--- src/rtl/two_of_five_pkg.sv ---
// Shared definitions for the 2-of-5 serializer and the downstream checker.
//   code_t        : 5-bit POSTNET code word, weights 7-4-2-1-0, code[0] sent first
//   CODE_LEN      : bits per frame
//   BAD_CODE      : word sent for a digit outside 0..9
//   encode_digit  : decimal digit -> code word
package two_of_five_pkg;

  typedef logic [4:0] code_t;

  localparam int unsigned CODE_LEN = 5;
  localparam int unsigned DIGIT_W  = 4;
  localparam code_t       BAD_CODE = 5'b00000;

  typedef enum logic [0:0] {
    StIdle,
    StShift
  } shift_state_e;

  function automatic code_t encode_digit(logic [3:0] d);
    code_t c;
    case (d)
      4'd0:    c = 5'b11000;
      4'd1:    c = 5'b00011;
      4'd2:    c = 5'b00101;
      4'd3:    c = 5'b00110;
      4'd4:    c = 5'b01001;
      4'd5:    c = 5'b01010;
      4'd6:    c = 5'b01100;
      4'd7:    c = 5'b10001;
      4'd8:    c = 5'b10010;
      4'd9:    c = 5'b10100;
      default: c = BAD_CODE;
    endcase
    return c;
  endfunction

endpackage

--- src/rtl/two_of_five_serializer_if.sv ---
// Digit handshake between a digit source and the serializer.
//   digit        : decimal digit (0..9 legal, 10..15 flagged as error)
//   digit_valid  : source presents a digit
//   digit_ready  : serializer FIFO can accept
// Modports: master = digit source, slave = serializer.
interface two_of_five_serializer_if;
  import two_of_five_pkg::*;

  logic [DIGIT_W-1:0] digit;
  logic               digit_valid;
  logic               digit_ready;

  modport master (
    output digit,
    output digit_valid,
    input  digit_ready
  );

  modport slave (
    input  digit,
    input  digit_valid,
    output digit_ready
  );

endinterface

--- src/rtl/two_of_five_fifo.sv ---
// Synchronous FIFO with a separate occupancy count.
//   i_clk, i_rstn : clock, synchronous active-low reset (empties the FIFO)
//   i_push, i_din : write strobe and data; caller must not push when full
//   i_pop         : read strobe; caller must not pop when empty
//   o_head        : oldest entry (valid when !o_empty)
//   o_full/o_empty: occupancy flags, pure register state
module two_of_five_fifo #(
  parameter int unsigned WIDTH = 4,
  parameter int unsigned DEPTH = 2
) (
  input  logic             i_clk,
  input  logic             i_rstn,
  input  logic             i_push,
  input  logic [WIDTH-1:0] i_din,
  input  logic             i_pop,
  output logic [WIDTH-1:0] o_head,
  output logic             o_full,
  output logic             o_empty
);

  localparam int unsigned PtrW = $clog2(DEPTH);
  localparam logic [PtrW:0] FullCnt = (PtrW + 1)'(DEPTH);

  logic [WIDTH-1:0] r_mem [DEPTH];
  logic [PtrW-1:0]  r_wptr;
  logic [PtrW-1:0]  r_rptr;
  logic [PtrW:0]    r_count;

  // DEPTH is a power of two, so pointers wrap naturally.
  always_ff @(posedge i_clk) begin
    if (!i_rstn) begin
      r_wptr  <= '0;
      r_rptr  <= '0;
      r_count <= '0;
    end else begin
      if (i_push) r_wptr <= r_wptr + 1'b1;
      if (i_pop)  r_rptr <= r_rptr + 1'b1;
      case ({i_push, i_pop})
        2'b10:   r_count <= r_count + 1'b1;
        2'b01:   r_count <= r_count - 1'b1;
        default: r_count <= r_count;
      endcase
    end
  end

  always_ff @(posedge i_clk) begin
    if (i_push) r_mem[r_wptr] <= i_din;
  end

  assign o_head  = r_mem[r_rptr];
  assign o_full  = (r_count == FullCnt);
  assign o_empty = (r_count == '0);

endmodule

--- src/rtl/two_of_five_serializer.sv ---
// Accepts decimal digits, queues them, encodes each to a 2-of-5 word and shifts it out
// code[0] first, one bit per clock, frames back-to-back with no gap.
//   i_clk, i_rstn : clock, synchronous active-low reset (truncates any frame in flight)
//   io_dig        : digit handshake (slave side); digit_ready = !fifo_full
//   o_out         : serial code bit (IDLE_LEVEL between frames)
//   o_active      : o_out carries a code bit
//   o_frame_start : o_out carries bit 0 of a frame
//   o_err         : one-cycle pulse after accepting a digit > 9
module two_of_five_serializer
  import two_of_five_pkg::*;
#(
  parameter int unsigned DEPTH      = 2,
  parameter logic        IDLE_LEVEL = 1'b0
) (
  input  logic                           i_clk,
  input  logic                           i_rstn,
  two_of_five_serializer_if.slave        io_dig,
  output logic                           o_out,
  output logic                           o_active,
  output logic                           o_frame_start,
  output logic                           o_err
);

  localparam logic [2:0] LastBit = 3'(CODE_LEN - 1);

  logic [DIGIT_W-1:0] w_head;
  logic               w_full;
  logic               w_empty;
  logic               w_push;
  logic               w_load;
  code_t              w_code;

  shift_state_e r_state,  w_state_d;
  code_t        r_shift,  w_shift_d;
  logic [2:0]   r_bitcnt, w_bitcnt_d;
  logic         r_out,    w_out_d;
  logic         r_fs,     w_fs_d;
  logic         r_err,    w_err_d;

  // Ready is pure FIFO state: no look-ahead on a same-cycle pop.
  assign io_dig.digit_ready = !w_full;
  assign w_push = io_dig.digit_valid && !w_full;

  // Load when the shifter is idle or emitting its final bit, giving gapless frames.
  assign w_load = !w_empty && ((r_state == StIdle) || (r_bitcnt == LastBit));
  assign w_code = encode_digit(w_head);

  two_of_five_fifo #(
    .WIDTH(DIGIT_W),
    .DEPTH(DEPTH)
  ) u_fifo (
    .i_clk  (i_clk),
    .i_rstn (i_rstn),
    .i_push (w_push),
    .i_din  (io_dig.digit),
    .i_pop  (w_load),
    .o_head (w_head),
    .o_full (w_full),
    .o_empty(w_empty)
  );

  always_comb begin
    w_state_d  = r_state;
    w_shift_d  = r_shift;
    w_bitcnt_d = r_bitcnt;
    w_out_d    = IDLE_LEVEL;
    w_fs_d     = 1'b0;
    w_err_d    = w_push && (io_dig.digit > 4'd9);

    if (w_load) begin
      w_state_d  = StShift;
      w_shift_d  = w_code;
      w_bitcnt_d = '0;
      w_out_d    = w_code[0];
      w_fs_d     = 1'b1;
    end else begin
      unique case (r_state)
        StIdle: begin
          w_bitcnt_d = '0;
        end
        StShift: begin
          if (r_bitcnt == LastBit) begin
            w_state_d  = StIdle;
            w_shift_d  = '0;
            w_bitcnt_d = '0;
          end else begin
            // r_shift[0] is on the line now; the next bit is r_shift[1].
            w_shift_d  = r_shift >> 1;
            w_bitcnt_d = r_bitcnt + 3'd1;
            w_out_d    = r_shift[1];
          end
        end
        default: begin
          w_state_d = StIdle;
        end
      endcase
    end
  end

  always_ff @(posedge i_clk) begin
    if (!i_rstn) begin
      r_state  <= StIdle;
      r_shift  <= '0;
      r_bitcnt <= '0;
      r_out    <= IDLE_LEVEL;
      r_fs     <= 1'b0;
      r_err    <= 1'b0;
    end else begin
      r_state  <= w_state_d;
      r_shift  <= w_shift_d;
      r_bitcnt <= w_bitcnt_d;
      r_out    <= w_out_d;
      r_fs     <= w_fs_d;
      r_err    <= w_err_d;
    end
  end

  assign o_out         = r_out;
  assign o_active      = (r_state == StShift);
  assign o_frame_start = r_fs;
  assign o_err         = r_err;

endmodule

--- src/flat_wrapper.sv ---
// flat-port wrapper written by rule: the top's interface ports become plain ports
module two_of_five_serializer_flat import two_of_five_pkg::*;
#(
  parameter int unsigned DEPTH      = 2,
  parameter logic        IDLE_LEVEL = 1'b0
)
  (i_clk, i_rstn, o_out, o_active, o_frame_start, o_err, io_dig_digit, io_dig_digit_valid, io_dig_digit_ready);
  two_of_five_serializer_if io_dig_i ();
  input  logic i_clk;
  input  logic i_rstn;
  output logic o_out;
  output logic o_active;
  output logic o_frame_start;
  output logic o_err;
  input wire logic [$bits(io_dig_i.digit)-1:0] io_dig_digit;
  input wire logic [$bits(io_dig_i.digit_valid)-1:0] io_dig_digit_valid;
  output wire logic [$bits(io_dig_i.digit_ready)-1:0] io_dig_digit_ready;
  assign io_dig_i.digit = io_dig_digit;
  assign io_dig_i.digit_valid = io_dig_digit_valid;
  assign io_dig_digit_ready = io_dig_i.digit_ready;
  two_of_five_serializer #(.DEPTH(DEPTH), .IDLE_LEVEL(IDLE_LEVEL)) u_core (.i_clk(i_clk), .i_rstn(i_rstn), .io_dig(io_dig_i), .o_out(o_out), .o_active(o_active), .o_frame_start(o_frame_start), .o_err(o_err));
endmodule
--- config.mk ---
export PLATFORM = sky130hd
export DESIGN_NAME = two_of_five_serializer_flat
export DESIGN_NICKNAME = d
export VERILOG_FILES = /design/src/rtl/two_of_five_pkg.sv /design/src/rtl/two_of_five_serializer_if.sv /design/src/rtl/two_of_five_fifo.sv /design/src/rtl/two_of_five_serializer.sv /design/src/flat_wrapper.sv
export SDC_FILE = /design/constraint.sdc
export NUM_CORES = 1
export LEC_CHECK = 0
export CAP_MARGIN = 20
export CORE_MARGIN = 2
export CORE_UTILIZATION = 49
export DETAILED_ROUTE_END_ITERATION = 10
export GPL_ROUTABILITY_DRIVEN = 0
export PLACE_DENSITY_LB_ADDON = 0.2
export SLEW_MARGIN = 5
export SYNTH_ARGS = -nofsm -noshare
export SYNTH_HDL_FRONTEND = slang
export SYNTH_SLANG_ARGS = --single-unit
--- constraint.sdc ---
create_clock -name i_clk -period 2.2 [get_ports i_clk]
set_clock_uncertainty 0.2 [all_clocks]
set_input_delay 0.44 -clock i_clk [delete_from_list [all_inputs] [get_ports i_clk]]
set_output_delay 0.44 -clock i_clk [all_outputs]
set_load 0.005 [all_outputs]
==> results.sh <==
export IMPL_cp_arrival_ps=1440
export IMPL_grt_pass1_wl_mm=3.26
export IMPL_worst_slew_pin_slew_ps=550
export IMPL_finalNetCount=134
export IMPL_portBuffers=11
export IMPL_setup_viol=0
export IMPL_multi_input_area_um2=554
export IMPL_cts_root_buf="clkbuf_4"
export IMPL_drt_pass1_iter_count=4
export IMPL_crit_path_max_incr_delay_ps=520
export IMPL_syn_inst=102
export IMPL_drive_above_1_share_pct=15.3
export IMPL_p_leak_nw=0.527
export IMPL_cts_buffers=3
export IMPL_clk_latency_ps=310
export IMPL_vias=795
export IMPL_synthArstFlopShare_pct=0
export IMPL_detail_route_antenna_nets=0
export IMPL_area_growth_pct=16.3
export IMPL_grt_overflow_total=0
export IMPL_whs_path_depth=1
export IMPL_hpwl_mm=1.48
export IMPL_final_common_cell="dfxtp_1"
export IMPL_routed_wl_mm=1.91
export IMPL_power_mw=1.55
export IMPL_timing_critical_path_buf_inv=1
export IMPL_grtUsageTotal_pct=16.7
export IMPL_drv_slew=0
export IMPL_stdcell_count=146
export IMPL_core_area_mm2=0.00221
export IMPL_fp_dieW_um=52.5
export IMPL_ys_flop_type="dfxtp_1"
export IMPL_clock_sinks=24
export IMPL_cts_htree_levels=1
export IMPL_reg2regPathDepth=8
export IMPL_min_path_type="reg -> reg"
export IMPL_cp_max_fo=7
export IMPL_finalHoldViolCount=0
export IMPL_grt_pass1_vias=764
export IMPL_diodes=0
export IMPL_pre_cts_ws_ps=79.4
export IMPL_placed_cells=142
export IMPL_r2r_end="u_core.u_fifo.r_count[1]$_SDFFE_PN0P_"
export IMPL_slowest_stage="clkdlybuf4s50_1"
export IMPL_grt_antenna_before_repair=0
export IMPL_synth_cell_types=42
export IMPL_grt_max_degree=16
export IMPL_avgSynthCellArea_um2=11.3
export IMPL_worstSetupEndpointType="output port"
export IMPL_synth_edf_count=8
export IMPL_viasPerCell=5.45
export IMPL_drt_iter0_markers=14
export IMPL_cts_tree="built"
export IMPL_fmax_ghz=0.482
export IMPL_cp_required_ps=1560
export IMPL_io_pins=12
export IMPL_holdCritStartpoint="u_core.r_bitcnt[0]$_SDFF_PP0_"
export IMPL_reg2reg_slack_ps=170
export IMPL_syn_cell_area_mm2=0.00115
export IMPL_min_period_ps=2080
export IMPL_cp_cell_sequence="nand2b_1 -> clkdlybuf4s50_1"
export IMPL_status="finished, final reports clean"
export IMPL_synth_nets=117
export IMPL_fillCellCount=189
export IMPL_path_clk_slew_ps=130
export IMPL_rr_startpoint="u_core.r_bitcnt[0]$_SDFF_PP0_"
export IMPL_die_h_um=52.5
export IMPL_critPathKind="reg -> out"
export IMPL_seqCellArea_um2=563
export IMPL_hold_end="u_core.r_bitcnt[0]$_SDFF_PP0_"
export IMPL_final_cell_mix="14 x dfxtp_1, 11 x clkdlybuf4s50_1, 8 x ha_1, 8 x edfxtp_1, 7 x nor2_1"
export IMPL_power_density_mw_per_mm2=1160
export IMPL_ys_seq_area_share_pct=48.5
export IMPL_post_cts_buffers=0
export IMPL_slew_headroom_pct=63.2
export IMPL_wl_per_cell_um=13.1
export IMPL_ys_ff_latch=24
export IMPL_drv_cap=0
export IMPL_finalSetupTns_ps=0
export IMPL_cp_top_family="buffers and inverters"
export IMPL_remaining_drc_errors=0
export IMPL_fin_ws_ps=123
export IMPL_ir_worst_vdd_mv=0.686
export IMPL_ys_warnings_count=0
export IMPL_rsz0062_at_grt="false"
export IMPL_start_kind="register"
export IMPL_fin_crit_sh_pct=94.4
export IMPL_row_count=17
export IMPL_clockBufferDepth=2
export IMPL_initial_core_util_pct=52.2
export IMPL_die_area_mm2=0.00276
[worst max-delay path by stage]
stage                                                      from                               endpoint  slack, ps  cells after the start
after floorplan                   u_core.r_bitcnt[0]$_SDFF_PP0_  u_core.u_fifo.r_count[1]$_SDFFE_PN0P_        100                      8
after global placement                       io_dig_digit_valid  u_core.u_fifo.r_count[1]$_SDFFE_PN0P_        140                      5
after detailed placement                     io_dig_digit_valid  u_core.u_fifo.r_count[1]$_SDFFE_PN0P_         80                      5
after CTS                 u_core.u_fifo.r_count[0]$_SDFFE_PN0P_                     io_dig_digit_ready         10                      2
after global routing              u_core.r_bitcnt[0]$_SDFF_PP0_  u_core.u_fifo.r_count[1]$_SDFFE_PN0P_         30                      8
final                     u_core.u_fifo.r_count[0]$_SDFFE_PN0P_                     io_dig_digit_ready        120                      2
[metrics by stage]
stage	hold slack, ps	cell area (um^2)	util, %
global route	258	1340	60.7
CTS	279	1340	60.6
floorplan	217	1150	-
finish	234	1340	60.7
global placement	231	1310	59.4
detailed placement	256	1310	59.4
[what timing repair did]
action | 4_1_cts | 5_1_grt
hold buffers | 0 | 0
endpoints found under the setup margin | 0 | 2
gates resized for setup | 0 | 3
[layer usage]
metal  track usage [%]  part of all wire [%]  vias to the layer above
met5                 0                     0                        -
met4              7.69                   1.9                        0
met3              3.43                   2.7                        5
met2              28.7                    49                       11
met1              19.7                    46                      383
li1                  -                     -                      396
[state kept, by name (all words and copies together), names as in the netlist, named ones only]
register               count
u_core.u_fifo.r_mem        8
u_core.r_shift             4
u_core.r_bitcnt            3
u_core.u_fifo.r_count      2
u_core.o_active            1
u_core.o_err               1
u_core.o_frame_start       1
u_core.o_out               1
u_core.u_fifo.r_rptr       1
u_core.u_fifo.r_wptr       1
[cell type report]
cell class / count / area share [%]
clock buffer: 4 / 1.96
inverter: 6 / 1.77
multi-input combinational: 69 / 41.3
sequential: 24 / 41.9
tap: 28 / 2.61
timing repair buffer: 15 / 10.4
[power by group]
part / leakage [nW] / total [mW] / switching [mW] / internal (mW)
Clock: 0.0150 / 0.203 / 0.132 / 0.0709
Sequential: 0.207 / 0.658 / 0.0845 / 0.573
Combinational: 0.305 / 0.691 / 0.335 / 0.356
Total: 0.527 / 1.55 / 0.552 / 1.00
[Yosys cell counts (2+ instances only)]
cell	n	share of area, %
dfxtp_1	16	28
edfxtp_1	8	21
ha_1	8	8.7
nor2_1	7	2.3
nand2_1	6	2.0
mux2i_1	5	4.3
xnor2_1	5	3.8
and2_1	4	2.2
inv_1	4	1.3
a21oi_1	3	1.3
o21ai_0	3	1.3
a22o_1	2	1.5
and3_1	2	1.1
[kinds of logic after synthesis]
| kind of cell | after synthesis | share of synthesized area [%] |
|---|---|---|
| AND/OR/NAND/NOR | 28 | 13.1 |
| buffers and inverters | 9 | 3.47 |
| adder cells (fa/ha/maj) | 8 | 8.67 |
| multiplexers | 7 | 7.58 |
| XOR/XNOR | 6 | 4.55 |
| flip-flops | 24 | 48.5 |
| AO/OA/AOI/OAI | 20 | 14.1 |
No activity file was read; power rests on OpenSTA's default activity.
